[config.mk]
export PLATFORM = sky130hd
export DESIGN_NAME = dac_spi_frame_gen_flat
export DESIGN_NICKNAME = d
export VERILOG_FILES = /design/src/rtl/dac_spi_frame_gen_if.sv /design/src/rtl/dac_spi_frame_gen.sv /design/src/flat_wrapper.sv
export SDC_FILE = /design/constraint.sdc
export NUM_CORES = 1
export LEC_CHECK = 0
export CAP_MARGIN = 5
export CELL_PAD_IN_SITES_DETAIL_PLACEMENT = 1
export CELL_PAD_IN_SITES_GLOBAL_PLACEMENT = 1
export CORE_UTILIZATION = 32
export DETAILED_ROUTE_END_ITERATION = 7
export PLACE_DENSITY_LB_ADDON = 0.05
export REMOVE_ABC_BUFFERS = 1
export SYNTH_ARGS = -nofsm -noshare
export SYNTH_HDL_FRONTEND = slang
export SYNTH_SLANG_ARGS = --single-unit
[constraint.sdc]
create_clock -name clk -period 1.7 [get_ports clk]
set_clock_uncertainty 0.05 [all_clocks]
set_input_delay 0.425 -clock clk [delete_from_list [all_inputs] [get_ports clk]]
set_output_delay 0.425 -clock clk [all_outputs]
set_load 0.005 [all_outputs]
[src/rtl/dac_spi_frame_gen_if.sv]
// dac_spi_frame_gen_if: bundle between the training controller, the frame generator and the DAC serialiser.
interface dac_spi_frame_gen_if;
   logic        key_state_i;
   logic        en_dac_i;
   logic [15:0] data_in_i;
   logic [15:0] data_sdi_o;
   logic        cs_o;
   logic        sck_o;
   logic [4:0]  cnt_sck_o;
   logic        busy_o;
   logic        done_o;
   logic        dropped_o;
   modport master (
      output key_state_i, en_dac_i, data_in_i,
      input  data_sdi_o, cs_o, sck_o, cnt_sck_o, busy_o, done_o, dropped_o
   );
   modport slave (
      input  key_state_i, en_dac_i, data_in_i,
      output data_sdi_o, cs_o, sck_o, cnt_sck_o, busy_o, done_o, dropped_o
   );
endinterface

[src/rtl/dac_spi_frame_gen.sv]
// dac_spi_frame_gen: SPI frame/timing generator driving the 16-bit DAC serialiser.
// Define DAC_PENDING_EN for a one-entry buffer that queues a start issued while busy.
module dac_spi_frame_gen #(
   parameter int SCK_DIV  = 2,
   parameter int CS_SETUP = 2,
   parameter int LDAC_GAP = 16
) (
   input  logic               clk,
   input  logic               rst,
   dac_spi_frame_gen_if.slave bus
);
   localparam int TMAX = (SCK_DIV > CS_SETUP) ? ((SCK_DIV > LDAC_GAP) ? SCK_DIV : LDAC_GAP)
                                              : ((CS_SETUP > LDAC_GAP) ? CS_SETUP : LDAC_GAP);
   localparam int TW = (TMAX > 1) ? $clog2(TMAX) : 1;
   typedef enum logic [1:0] {IDLE, SETUP, SHIFT, GAP} state_t;
   state_t        state_q, state_d;
   logic [TW-1:0] tmr_q, tmr_d;
   logic [4:0]    cnt_q, cnt_d;
   logic [15:0]   sdi_q, sdi_d;
   logic          cs_q, cs_d, sck_q, sck_d, busy_q, busy_d, done_q, done_d, drop_q, drop_d;
   logic          req, last, start;
   logic [15:0]   code;
`ifdef DAC_PENDING_EN
   logic [15:0]   pend_q, pend_d;
   logic          pv_q, pv_d;
`endif
   always_comb begin
      state_d = state_q;
      tmr_d   = tmr_q + 1'b1;
      cnt_d   = cnt_q;
      sdi_d   = sdi_q;
      cs_d    = cs_q;
      sck_d   = sck_q;
      busy_d  = busy_q;
      done_d  = 1'b0;
      drop_d  = drop_q;
      req     = bus.en_dac_i && bus.key_state_i;
      last    = state_q == GAP && tmr_q == TW'(LDAC_GAP - 1);
      start   = state_q == IDLE && req;
      code    = bus.data_in_i;
`ifdef DAC_PENDING_EN
      pend_d  = pend_q;
      pv_d    = pv_q;
      if (last) begin
         start  = pv_q || req;
         code   = pv_q ? pend_q : bus.data_in_i;
         pv_d   = pv_q && req;
         pend_d = req ? bus.data_in_i : pend_q;
      end else if (req && busy_q) begin
         pv_d   = 1'b1;
         pend_d = pv_q ? pend_q : bus.data_in_i;
         drop_d = drop_q | pv_q;
      end
`else
      if (req && busy_q) drop_d = 1'b1;
`endif
      case (state_q)
         IDLE: tmr_d = '0;
         SETUP: if (tmr_q == TW'(CS_SETUP - 1)) begin
            state_d = SHIFT;
            tmr_d   = '0;
         end
         SHIFT: if (tmr_q == TW'(SCK_DIV - 1)) begin
            tmr_d = '0;
            sck_d = ~sck_q;
            // the falling edge closes bit cnt_q; cs rises together with the last fall
            if (sck_q) begin
               cnt_d = cnt_q + 5'd1;
               if (cnt_q == 5'd15) begin
                  cs_d    = 1'b1;
                  state_d = GAP;
               end
            end
         end
         GAP: begin
            done_d = tmr_q == TW'(LDAC_GAP - 2);
            if (last) begin
               state_d = IDLE;
               tmr_d   = '0;
               cnt_d   = '0;
               busy_d  = 1'b0;
            end
         end
         default: state_d = IDLE;
      endcase
      if (start) begin
         state_d = SETUP;
         tmr_d   = '0;
         sdi_d   = code;
         busy_d  = 1'b1;
         cs_d    = 1'b0;
         sck_d   = 1'b0;
         cnt_d   = '0;
      end
      if (!bus.key_state_i) begin
         state_d = IDLE;
         tmr_d   = '0;
         cs_d    = 1'b1;
         sck_d   = 1'b0;
         cnt_d   = '0;
         busy_d  = 1'b0;
         done_d  = 1'b0;
         drop_d  = 1'b0;
`ifdef DAC_PENDING_EN
         pv_d    = 1'b0;
`endif
      end
   end
   always_ff @(posedge clk or posedge rst) begin
      if (rst) begin
         state_q <= IDLE;
         tmr_q   <= '0;
         cnt_q   <= '0;
         sdi_q   <= '0;
         cs_q    <= 1'b1;
         sck_q   <= 1'b0;
         busy_q  <= 1'b0;
         done_q  <= 1'b0;
         drop_q  <= 1'b0;
      end else begin
         state_q <= state_d;
         tmr_q   <= tmr_d;
         cnt_q   <= cnt_d;
         sdi_q   <= sdi_d;
         cs_q    <= cs_d;
         sck_q   <= sck_d;
         busy_q  <= busy_d;
         done_q  <= done_d;
         drop_q  <= drop_d;
      end
   end
`ifdef DAC_PENDING_EN
   always_ff @(posedge clk or posedge rst) begin
      if (rst) begin
         pend_q <= '0;
         pv_q   <= 1'b0;
      end else begin
         pend_q <= pend_d;
         pv_q   <= pv_d;
      end
   end
`endif
   assign bus.data_sdi_o = sdi_q;
   assign bus.cs_o       = cs_q;
   assign bus.sck_o      = sck_q;
   assign bus.cnt_sck_o  = cnt_q;
   assign bus.busy_o     = busy_q;
   assign bus.done_o     = done_q;
   assign bus.dropped_o  = drop_q;
endmodule
[src/flat_wrapper.sv]
// flat-port wrapper written by rule: the top's interface ports become plain ports
module dac_spi_frame_gen_flat 
#(
   parameter int SCK_DIV  = 2,
   parameter int CS_SETUP = 2,
   parameter int LDAC_GAP = 16
)
  (clk, rst, bus_key_state_i, bus_en_dac_i, bus_data_in_i, bus_data_sdi_o, bus_cs_o, bus_sck_o, bus_cnt_sck_o, bus_busy_o, bus_done_o, bus_dropped_o);
  dac_spi_frame_gen_if bus_i ();
  input  logic clk;
  input  logic rst;
  input wire logic [$bits(bus_i.key_state_i)-1:0] bus_key_state_i;
  input wire logic [$bits(bus_i.en_dac_i)-1:0] bus_en_dac_i;
  input wire logic [$bits(bus_i.data_in_i)-1:0] bus_data_in_i;
  output wire logic [$bits(bus_i.data_sdi_o)-1:0] bus_data_sdi_o;
  output wire logic [$bits(bus_i.cs_o)-1:0] bus_cs_o;
  output wire logic [$bits(bus_i.sck_o)-1:0] bus_sck_o;
  output wire logic [$bits(bus_i.cnt_sck_o)-1:0] bus_cnt_sck_o;
  output wire logic [$bits(bus_i.busy_o)-1:0] bus_busy_o;
  output wire logic [$bits(bus_i.done_o)-1:0] bus_done_o;
  output wire logic [$bits(bus_i.dropped_o)-1:0] bus_dropped_o;
  assign bus_i.key_state_i = bus_key_state_i;
  assign bus_i.en_dac_i = bus_en_dac_i;
  assign bus_i.data_in_i = bus_data_in_i;
  assign bus_data_sdi_o = bus_i.data_sdi_o;
  assign bus_cs_o = bus_i.cs_o;
  assign bus_sck_o = bus_i.sck_o;
  assign bus_cnt_sck_o = bus_i.cnt_sck_o;
  assign bus_busy_o = bus_i.busy_o;
  assign bus_done_o = bus_i.done_o;
  assign bus_dropped_o = bus_i.dropped_o;
  dac_spi_frame_gen #(.SCK_DIV(SCK_DIV), .CS_SETUP(CS_SETUP), .LDAC_GAP(LDAC_GAP)) u_core (.clk(clk), .rst(rst), .bus(bus_i));
endmodule
==> flow_summary.yaml, run 1 <==
routing:
  drc: 4
  routedWlPerCell_um: 15.98
  wl_um: 4218
  num_vias: 1338
  via_per_inst: 5.068
  first_pass_iters: 6
  drt_iter0_markers: 27
  ant_nets: 0
pwr:
  power.total_uw: 2113
  vdd_drop_max_mv: 0.4135
  power.density_nw_per_um2: 840.8
  p_leak_uw: 0.001056
floorplan:
  dieWidth_um: 71.41
  rows: 24
  die_h_um: 71.41
  ios: 46
  core_area_um2: 4504
  die-area_um2: 5099
  initial_core_util_pct: 34.22
critical_path:
  r2r-end: "u_core.state_q[0]$_DFFE_PP0P_"
  crit_start: "u_core.bus.cnt_sck_o[0]$_DFFE_PP0P_"
  crit_fanout: 4
  r2r_slack_ns: -0.01
  cp-endpoint: "bus_cnt_sck_o[0]"
  worstReg2RegStart: "u_core.tmr_q[1]$_DFF_PP0_"
  crit_required_ns: 1.22
  crit_type: "reg2out"
  startpoint_type: "flip-flop"
  end_kind: "primary output"
  ff2ff_path_depth: 6
  critPathArrivalTime_ns: 1.27
timing:
  rsz0062_at_grt: "yes"
  post-route-period-util_pct: 102.6
  maxClockFrequency_ghz: 0.5733
  finalSetupViolations: 2
  slew_viol_final: 0
  worst_pin_slew_ns: 0.3488
  holdWs_ns: 0.4323
  post-route-min-period_ns: 1.744
  setup_slack_ns: -0.04420
  finalHoldViolCount: 0
  max_slew_margin_pct: 76.55
global_routing:
  grt_max_degree: 33
  grt_use_total_pct: 18.18
  grt_pass1_vias: 1493
  grt_pass1_wl_um: 7107
  grt_overflow_total: 0
  antenna_found_initial: 0
yosys:
  yosysTopAreaCellShare_pct: 50.32
  seq_area_frac_synth_pct: 52.03
  synthesis.area_um2: 1541
  yosysUniqueCellTypes: 34
  ys.flop_type: "dfrtp_1"
  yosysMostFrequentCell: "dfrtp_1"
  synthCells: 136
  synthTopCellsByCount: "dfrtp_1 (31), mux2_2 (16), ha_1 (9), inv_1 (9), o21ai_0 (9)"
  synth_area_leader_cell: "dfrtp_1"
  synth-seq-cells: 32
  syn_area_per_cell_um2: 11.33
  yosys_warnings: 0
  ys_async_sr_fraction_pct: 100.0
  ys_top_cells_by_area: "dfrtp_1 (50%), mux2_2 (12%), ha_1 (7.3%)"
  synth-edff-count: 0
clock_network:
  path_clk_slew_ns: 0.07
  cts.sinks: 32
  h-tree-depth: 2
  cts_root_buf: "clkbuf_8"
  clk_latency_ns: 0.28
  cts_made_buffers: 5
  ctsHoldBuffers: 0
  cts_tree: "built"
  cts_max_path_buffers: 2
placement:
  dp_hpwl_um: 3036
  gp_congestion: 0.7787
  portBuffers: 45
outcome:
  violations: "design-rule violations, negative setup slack"
  status: "finished, violations left"
min_path:
  hp-class: "in2async"
final_layout:
  num-fill-cells: 490
  drive_gt1_share_pct: 34.91
  syn_to_final_growth_pct: 63.07
  nets: 240
  antenna_cells: 0
flow_run:
  max-cap-violations: 0
==> where the power goes <==
part           internal, uW  switching [uW]  total [uW]  leakage (uW)
logic                   283             134         417      0.000585
clock network           517             281         798     0.0000645
registers               851            47.0         898      0.000406
total                  1650             462        2110       0.00106
==> placed cells by master, fill, tap and decap left out, types with 2 or more instances in the layout <==
master / count
clkdlybuf4s50_1: 41
dfrtp_1: 31
buf_4: 22
mux2_2: 16
inv_1: 9
nand2_1: 8
nor2_1: 7
clkbuf_8: 7
o21ai_0: 5
a21oi_1: 5
ha_1: 5
dlygate4sd2_1: 4
nand2b_1: 3
a21oi_2: 3
o21ai_2: 3
nand3_1: 3
nand3_2: 2
xor2_1: 2
and2_1: 2
a31oi_1: 2
ha_2: 2
ha_4: 2
buf_6: 2
buf_12: 2
==> metrics by stage <==
stage / cells / TNS [ns] / util, % / cell area, um2 / setup WS [ns]
after floorplan: 133 / -0.06074 / - / 1521 / -0.06074
after global placement: 251 / -0.02960 / 49.28 / 2220 / -0.02960
after detailed placement: 251 / -0.1055 / 49.28 / 2220 / -0.06485
after CTS: 262 / -0.09502 / 53.31 / 2401 / -0.04989
after global routing: 264 / -0.7192 / 55.81 / 2514 / -0.1307
final: 264 / -0.05270 / 55.81 / 2514 / -0.04420
==> worst max-delay path, stage by stage, from the launching register on <==
cell and delay (ns):
dfrtp_1 0.36, buf_4 0.14, clkdlybuf4s50_1 0.49
==> registers in the layout, summed over array words and instances (netlist names) <==
name / flops
u_core.bus.data_sdi_o: 16
u_core.bus.busy_o: 1
u_core.bus.done_o: 1
u_core.bus.sck_o: 1
u_core.bus.dropped_o: 1
u_core.tmr_q: 4
u_core.bus.cs_o: 1
u_core.state_q: 2
u_core.bus.cnt_sck_o: 5
==> how the worst min path moves through the flow <==
stage	start	to	slack (ns)	cells past startpoint
floorplan	bus_key_state_i	u_core.bus.cs_o$_DFFE_PP1P_	0.41	1
CTS	rst	u_core.bus.data_sdi_o[5]$_DFFE_PP0P_	0.44	3
finish	rst	u_core.bus.data_sdi_o[5]$_DFFE_PP0P_	0.43	3
global placement	u_core.bus.data_sdi_o[12]$_DFFE_PP0P_	u_core.bus.data_sdi_o[12]$_DFFE_PP0P_	0.44	1
global route	rst	u_core.bus.data_sdi_o[5]$_DFFE_PP0P_	0.46	3
detailed placement	u_core.bus.data_sdi_o[2]$_DFFE_PP0P_	u_core.bus.data_sdi_o[2]$_DFFE_PP0P_	0.45	1
==> per-layer routing <==
metal  up-vias  share of wire (%)  track usage [%]
met2        30                 54            33.33
li1        626                  -                -
met3         6                4.0            4.641
met4         0                1.0            4.667
met1       676                 41            21.05
met5         -                  0                0
==> cell type report <==
type	count	area [um2]	area share [%]
Inverter	9	33.78	1.344
Clock inverter	1	30.03	1.195
Multi-Input combinational cell	92	813.3	32.35
Clock buffer	7	96.34	3.833
Sequential cell	32	802.0	31.91
Tap cell	52	65.06	2.588
Timing Repair Buffer	71	673.1	26.78
==> logic make-up after synthesis <==
| logic type | synth area share (%) |
|---|---|
| multiplexers | 11.69 |
| buffers and inverters | 3.490 |
| AO/OA/AOI/OAI | 9.822 |
| flip-flops | 52.03 |
| AND/OR/NAND/NOR | 14.53 |
| adder cells (fa/ha/maj) | 7.305 |
| XOR/XNOR | 1.137 |
==> what timing repair did <==
item	in CTS	in global routing
cloned	0	0
buffers inserted	3	2
gates resized for setup	12	23
pin swaps	9	7
endpoints found under the setup margin	10	25
hold endpoints to repair	0	0
(Power assumes the default switching activity.)
==> inputs of run 2 (changes only) <==
- GPL_ROUTABILITY_DRIVEN: unset -> 1
- MAX_ROUTING_LAYER: unset -> met4
==> run 2 against run 1 <==
Clock-buffer cell count stayed put. Critical endpoint unchanged. Register-to-register slack barely moved. Hold slack barely moved. Largest cell class unchanged. The run still ends with design-rule violations, negative setup slack left.
==> flow_summary.yaml, run 2 (synthesis results as in run 1) <==
outcome:
  status: "finished, violations left"
  violations: "design-rule violations, negative setup slack"
final_layout:
  num-fill-cells: 490
  final_area_um2: 2514
  fin_cells: 264
  layout_commonest_cell: "clkdlybuf4s50_1"
  antenna_cells: 0
  syn_to_final_growth_pct: 63.07
  post-route-util_pct: 55.81
  largest_register_ffs: 16
  drive_gt1_share_pct: 34.91
  nets: 240
  layout_common_cells: "clkdlybuf4s50_1 (41), dfrtp_1 (31), buf_4 (22), mux2_2 (16), inv_1 (9)"
routing:
  wl_um: 4216
  via_per_inst: 5.064
  routedWlPerCell_um: 15.97
  ant_nets: 0
  drt_iter0_markers: 30
  first_pass_iters: 6
  drc: 4
  num_vias: 1337
critical_path:
  critical_path.top_delay_family: "buffers and inverters"
  cpPeakStageDelay_ns: 0.49
  crit_type: "reg2out"
  ff2ff_path_depth: 6
  end_kind: "primary output"
  crit_fanout: 4
  crit_required_ns: 1.22
  path_buf_inv: 2
  cp_slowest_cell: "clkdlybuf4s50_1"
  critPathArrivalTime_ns: 1.27
  worst-path-stages: 2
  critical_path.cell_chain: "buf_4, clkdlybuf4s50_1"
  startpoint_type: "flip-flop"
global_routing:
  antenna_found_initial: 0
  grt_max_degree: 33
  grt_pass1_vias: 1493
  grt_overflow_total: 0
  grt_use_total_pct: 18.74
  grt_pass1_wl_um: 7100
clock_network:
  cts_max_path_buffers: 2
  cts_made_buffers: 5
  cts.sinks: 32
  ctsHoldBuffers: 0
  path_clk_slew_ns: 0.07
  h-tree-depth: 2
  cts_tree: "built"
  cts_root_buf: "clkbuf_8"
  clk_latency_ns: 0.28
floorplan:
  ios: 46
  die_h_um: 71.41
  initial_core_util_pct: 34.22
  die-area_um2: 5099
  core_area_um2: 4504
  dieWidth_um: 71.41
  rows: 24
timing:
  setup_slack_ns: -0.04409
  finalHoldViolCount: 0
  rsz0062_at_grt: "yes"
  maxClockFrequency_ghz: 0.5734
  post-route-min-period_ns: 1.744
  holdWs_ns: 0.4324
  max_slew_margin_pct: 76.55
  worst_pin_slew_ns: 0.3488
  finalSetupViolations: 2
  slew_viol_final: 0
  post-route-period-util_pct: 102.6
placement:
  place_inst: 251
  gp_congestion: 0.7895
  portBuffers: 45
  dp_hpwl_um: 3036
  placed_area_um2: 2220
pwr:
  power.density_nw_per_um2: 840.6
  vdd_drop_max_mv: 0.4133
  power.total_uw: 2113
  p_leak_uw: 0.001056
flow_run:
  max-cap-violations: 0
min_path:
  hp-class: "in2async"
[run 2: cell counts in the layout (fill, tap and decap cells not counted)]
Identical to the previous run, type by type.
[run 2: final cells by class]
cell class	count	area, um2	share of cell area, %
multi-input cells	92	813.3	32.35
clock inverters	1	30.03	1.195
repair buffers	71	673.1	26.78
inverters	9	33.78	1.344
flip-flops and latches	32	802.0	31.91
clock buffers	7	96.34	3.833
well taps	52	65.06	2.588
[run 2: routing by layer]
layer / track usage, % / part of all wire (%)
met1: 21.14 / 41
met2: 33.33 / 54
met3: 4.501 / 3.9
met4: 4.667 / 1.1
met5: - / 0
[run 2: worst min-delay path, delay by kind of cell]
kind	cells	cell delay, ns
buf+inv	3	0.70
[run 2: final timing paths]
kind / startpoint / end / slack (ns)
min in group clk: u_core.bus.data_sdi_o[4]$_DFFE_PP0P_ / u_core.bus.data_sdi_o[4]$_DFFE_PP0P_ / 0.46
hold reg to reg: u_core.bus.data_sdi_o[4]$_DFFE_PP0P_ / u_core.bus.data_sdi_o[4]$_DFFE_PP0P_ / 0.46
setup reg to reg: u_core.tmr_q[1]$_DFF_PP0_ / u_core.state_q[0]$_DFFE_PP0P_ / -0.01
hold / removal: rst / u_core.bus.data_sdi_o[5]$_DFFE_PP0P_ / 0.43
max in group asynchronous: rst / u_core.bus.cs_o$_DFFE_PP1P_ / 0.92
setup / recovery: u_core.bus.cnt_sck_o[0]$_DFFE_PP0P_ / bus_cnt_sck_o[0] / -0.04
[run 2: metrics by stage]
step / setup slack [ns] / TNS (ns)
finish: -0.04409 / -0.05107
global route: -0.1307 / -0.7192
CTS: -0.04989 / -0.09502
detailed placement: -0.06485 / -0.1055
global placement: -0.02960 / -0.02960
floorplan: -0.06074 / -0.06074
[run 2: report_power, final]
part | switching, uW | internal, uW
logic | 134 | 283
registers | 47.0 | 851
clock network | 280 | 517
[run 2: timing repair]
action | 4_1_cts | 5_1_grt
buffers inserted | 3 | 2
endpoints found under the setup margin | 10 | 25
gates resized for setup | 12 | 23
pin swaps | 9 | 7
==> inputs of run 3 (changes only) <==
- CORE_UTILIZATION: 32 -> 30
- SLEW_MARGIN: unset -> 30
==> run 3 against run 2 <==
The run now ends clean. Non-clock buffer count fell by 2. Combinational power fell by 3%. Largest power group unchanged. First-iteration DRC count fell by 37%. Clock-buffer cell count did not move. Clock power fell by 23%. Highest routed layer unchanged. Worst setup slack improved by 0.046 ns. Hold slack got worse by 0.046 ns. Cell count rose by 4.9%. Core utilization fell by 5.7 points. Design area fell by 3.4%.
==> flow_summary.yaml, run 3 (synthesis results as in run 1) <==
clock_network:
  cts_root_buf: "clkbuf_8"
  cts_made_buffers: 5
  cts.sinks: 32
  cts_tree: "built"
  cts_max_path_buffers: 2
  path_clk_slew_ns: 0.07
  clk_latency_ns: 0.28
  h-tree-depth: 2
floorplan:
  core_area_um2: 4848
  ios: 46
  rows: 25
  dieWidth_um: 73.68
  die-area_um2: 5429
  die_h_um: 73.68
  initial_core_util_pct: 31.79
timing:
  finalSetupViolations: 0
  post-route-min-period_ns: 1.698
  slew_viol_final: 0
  post-route-period-util_pct: 99.88
  max_slew_margin_pct: 76.24
  maxClockFrequency_ghz: 0.5889
  rsz0062_at_grt: "yes"
  tns_ns: 0
  finalHoldViolCount: 0
  worst_pin_slew_ns: 0.3563
critical_path:
  critPathArrivalTime_ns: 1.87
  crit_fanout: 3
  crit_required_ns: 1.88
  r2r_slack_ns: 0.002
  startpoint_type: "flip-flop"
  end_kind: "flip-flop"
  crit_type: "reg2reg"
pwr:
  vdd_drop_max_mv: 0.4344
  p_leak_uw: 0.001032
  power.density_nw_per_um2: 789.4
routing:
  ant_nets: 0
  wl_um: 3914
  first_pass_iters: 4
  num_vias: 1308
  routedWlPerCell_um: 14.13
  via_per_inst: 4.722
  drc: 0
  drt_iter0_markers: 19
final_layout:
  num-fill-cells: 533
  antenna_cells: 0
  post-route-util_pct: 50.09
  layout_common_cells: "clkdlybuf4s50_1 (39), dfrtp_1 (31), buf_4 (23), mux2_2 (16), inv_1 (9)"
  layout_commonest_cell: "clkdlybuf4s50_1"
  nets: 238
  final_area_um2: 2429
  drive_gt1_share_pct: 30.48
  largest_register_ffs: 16
  syn_to_final_growth_pct: 57.55
flow_run:
  max-cap-violations: 0
placement:
  portBuffers: 45
  dp_hpwl_um: 2905
  gp_congestion: 0.7274
  placed_area_um2: 2203
global_routing:
  grt_max_degree: 25
  antenna_found_initial: 0
  grt_pass1_wl_um: 6210
  grt_use_total_pct: 15.92
  grt_overflow_total: 0
  grt_pass1_vias: 1353
outcome:
  status: "complete, no violations"
min_path:
  hp-class: "in2async"
==> run 3: changes by cell type in the layout (fill, tap and decap cells not counted), moves of 2 or more <==
cell and change:
a21oi_1 +2, buf_6 -2, a21oi_2 -2, clkdlybuf4s50_1 -2, o21ai_2 -2
==> run 3: area by class of cell <==
cell class                      instances  area (um2)  area share [%]
Clock buffer                            7       86.33           3.555
Clock inverter                          1       7.507          0.3091
Inverter                                9       33.78           1.391
Multi-Input combinational cell         92       775.7           31.94
Sequential cell                        32       802.0           33.02
Tap cell                               67       83.83           3.452
Timing Repair Buffer                   69       639.4           26.33
==> run 3: worst paths after layout <==
check,depth (start not counted),start,endpoint
min in group clk,1,u_core.bus.data_sdi_o[6]$_DFFE_PP0P_,u_core.bus.data_sdi_o[6]$_DFFE_PP0P_
worst min-delay path,3,rst,u_core.bus.data_sdi_o[7]$_DFFE_PP0P_
worst max register to register,7,u_core.bus.cnt_sck_o[1]$_DFFE_PP0P_,u_core.state_q[0]$_DFFE_PP0P_
worst max-delay path,7,u_core.bus.cnt_sck_o[1]$_DFFE_PP0P_,u_core.state_q[0]$_DFFE_PP0P_
max in group asynchronous,3,rst,u_core.bus.cs_o$_DFFE_PP1P_
worst min register to register,1,u_core.bus.data_sdi_o[6]$_DFFE_PP0P_,u_core.bus.data_sdi_o[6]$_DFFE_PP0P_
==> run 3: what timing repair did <==
item | CTS | global route
endpoints found under the setup margin | 7 | 27
pin swaps | 5 | 5
resized for setup | 10 | 16
setup buffers | 4 | 2
hold buffers | 0 | 0
==> run 3: where the power goes <==
part           leakage (uW)  total [uW]  switching, uW  internal, uW
Combinational      0.000582         407            127           279
Sequential         0.000406         897           45.7           851
Clock             0.0000445         614            285           329
Total               0.00103        1920            458          1460
==> run 3: layer usage <==
metal,GRT usage (%),share of wire [%],routed length (um)
met1,19.00,43,1683
met2,25.59,52,2035
met3,4.115,3.5,137
met4,6.410,1.5,58
met5,-,0,0
==> run 3: through the flow <==
stage	power, uW	hold slack, ns	setup WS, ns	std cells
floorplan	1039	0.4143	-0.06074	133
global placement	1301	0.4360	-0.07911	263
detailed placement	1319	0.4460	-0.1394	263
CTS	1952	0.3839	-0.01177	275
global route	2024	0.4114	-0.08562	277
finish	1917	0.3860	0.002045	277
==> run 3: critical path, stage by stage (launching register included) <==
cell      delay, ns
dfrtp_1        0.36
ha_2           0.18
and3_4         0.19
ha_4           0.13
nand3_4        0.07
or4_4          0.41
o311ai_1       0.09
and2_1         0.16
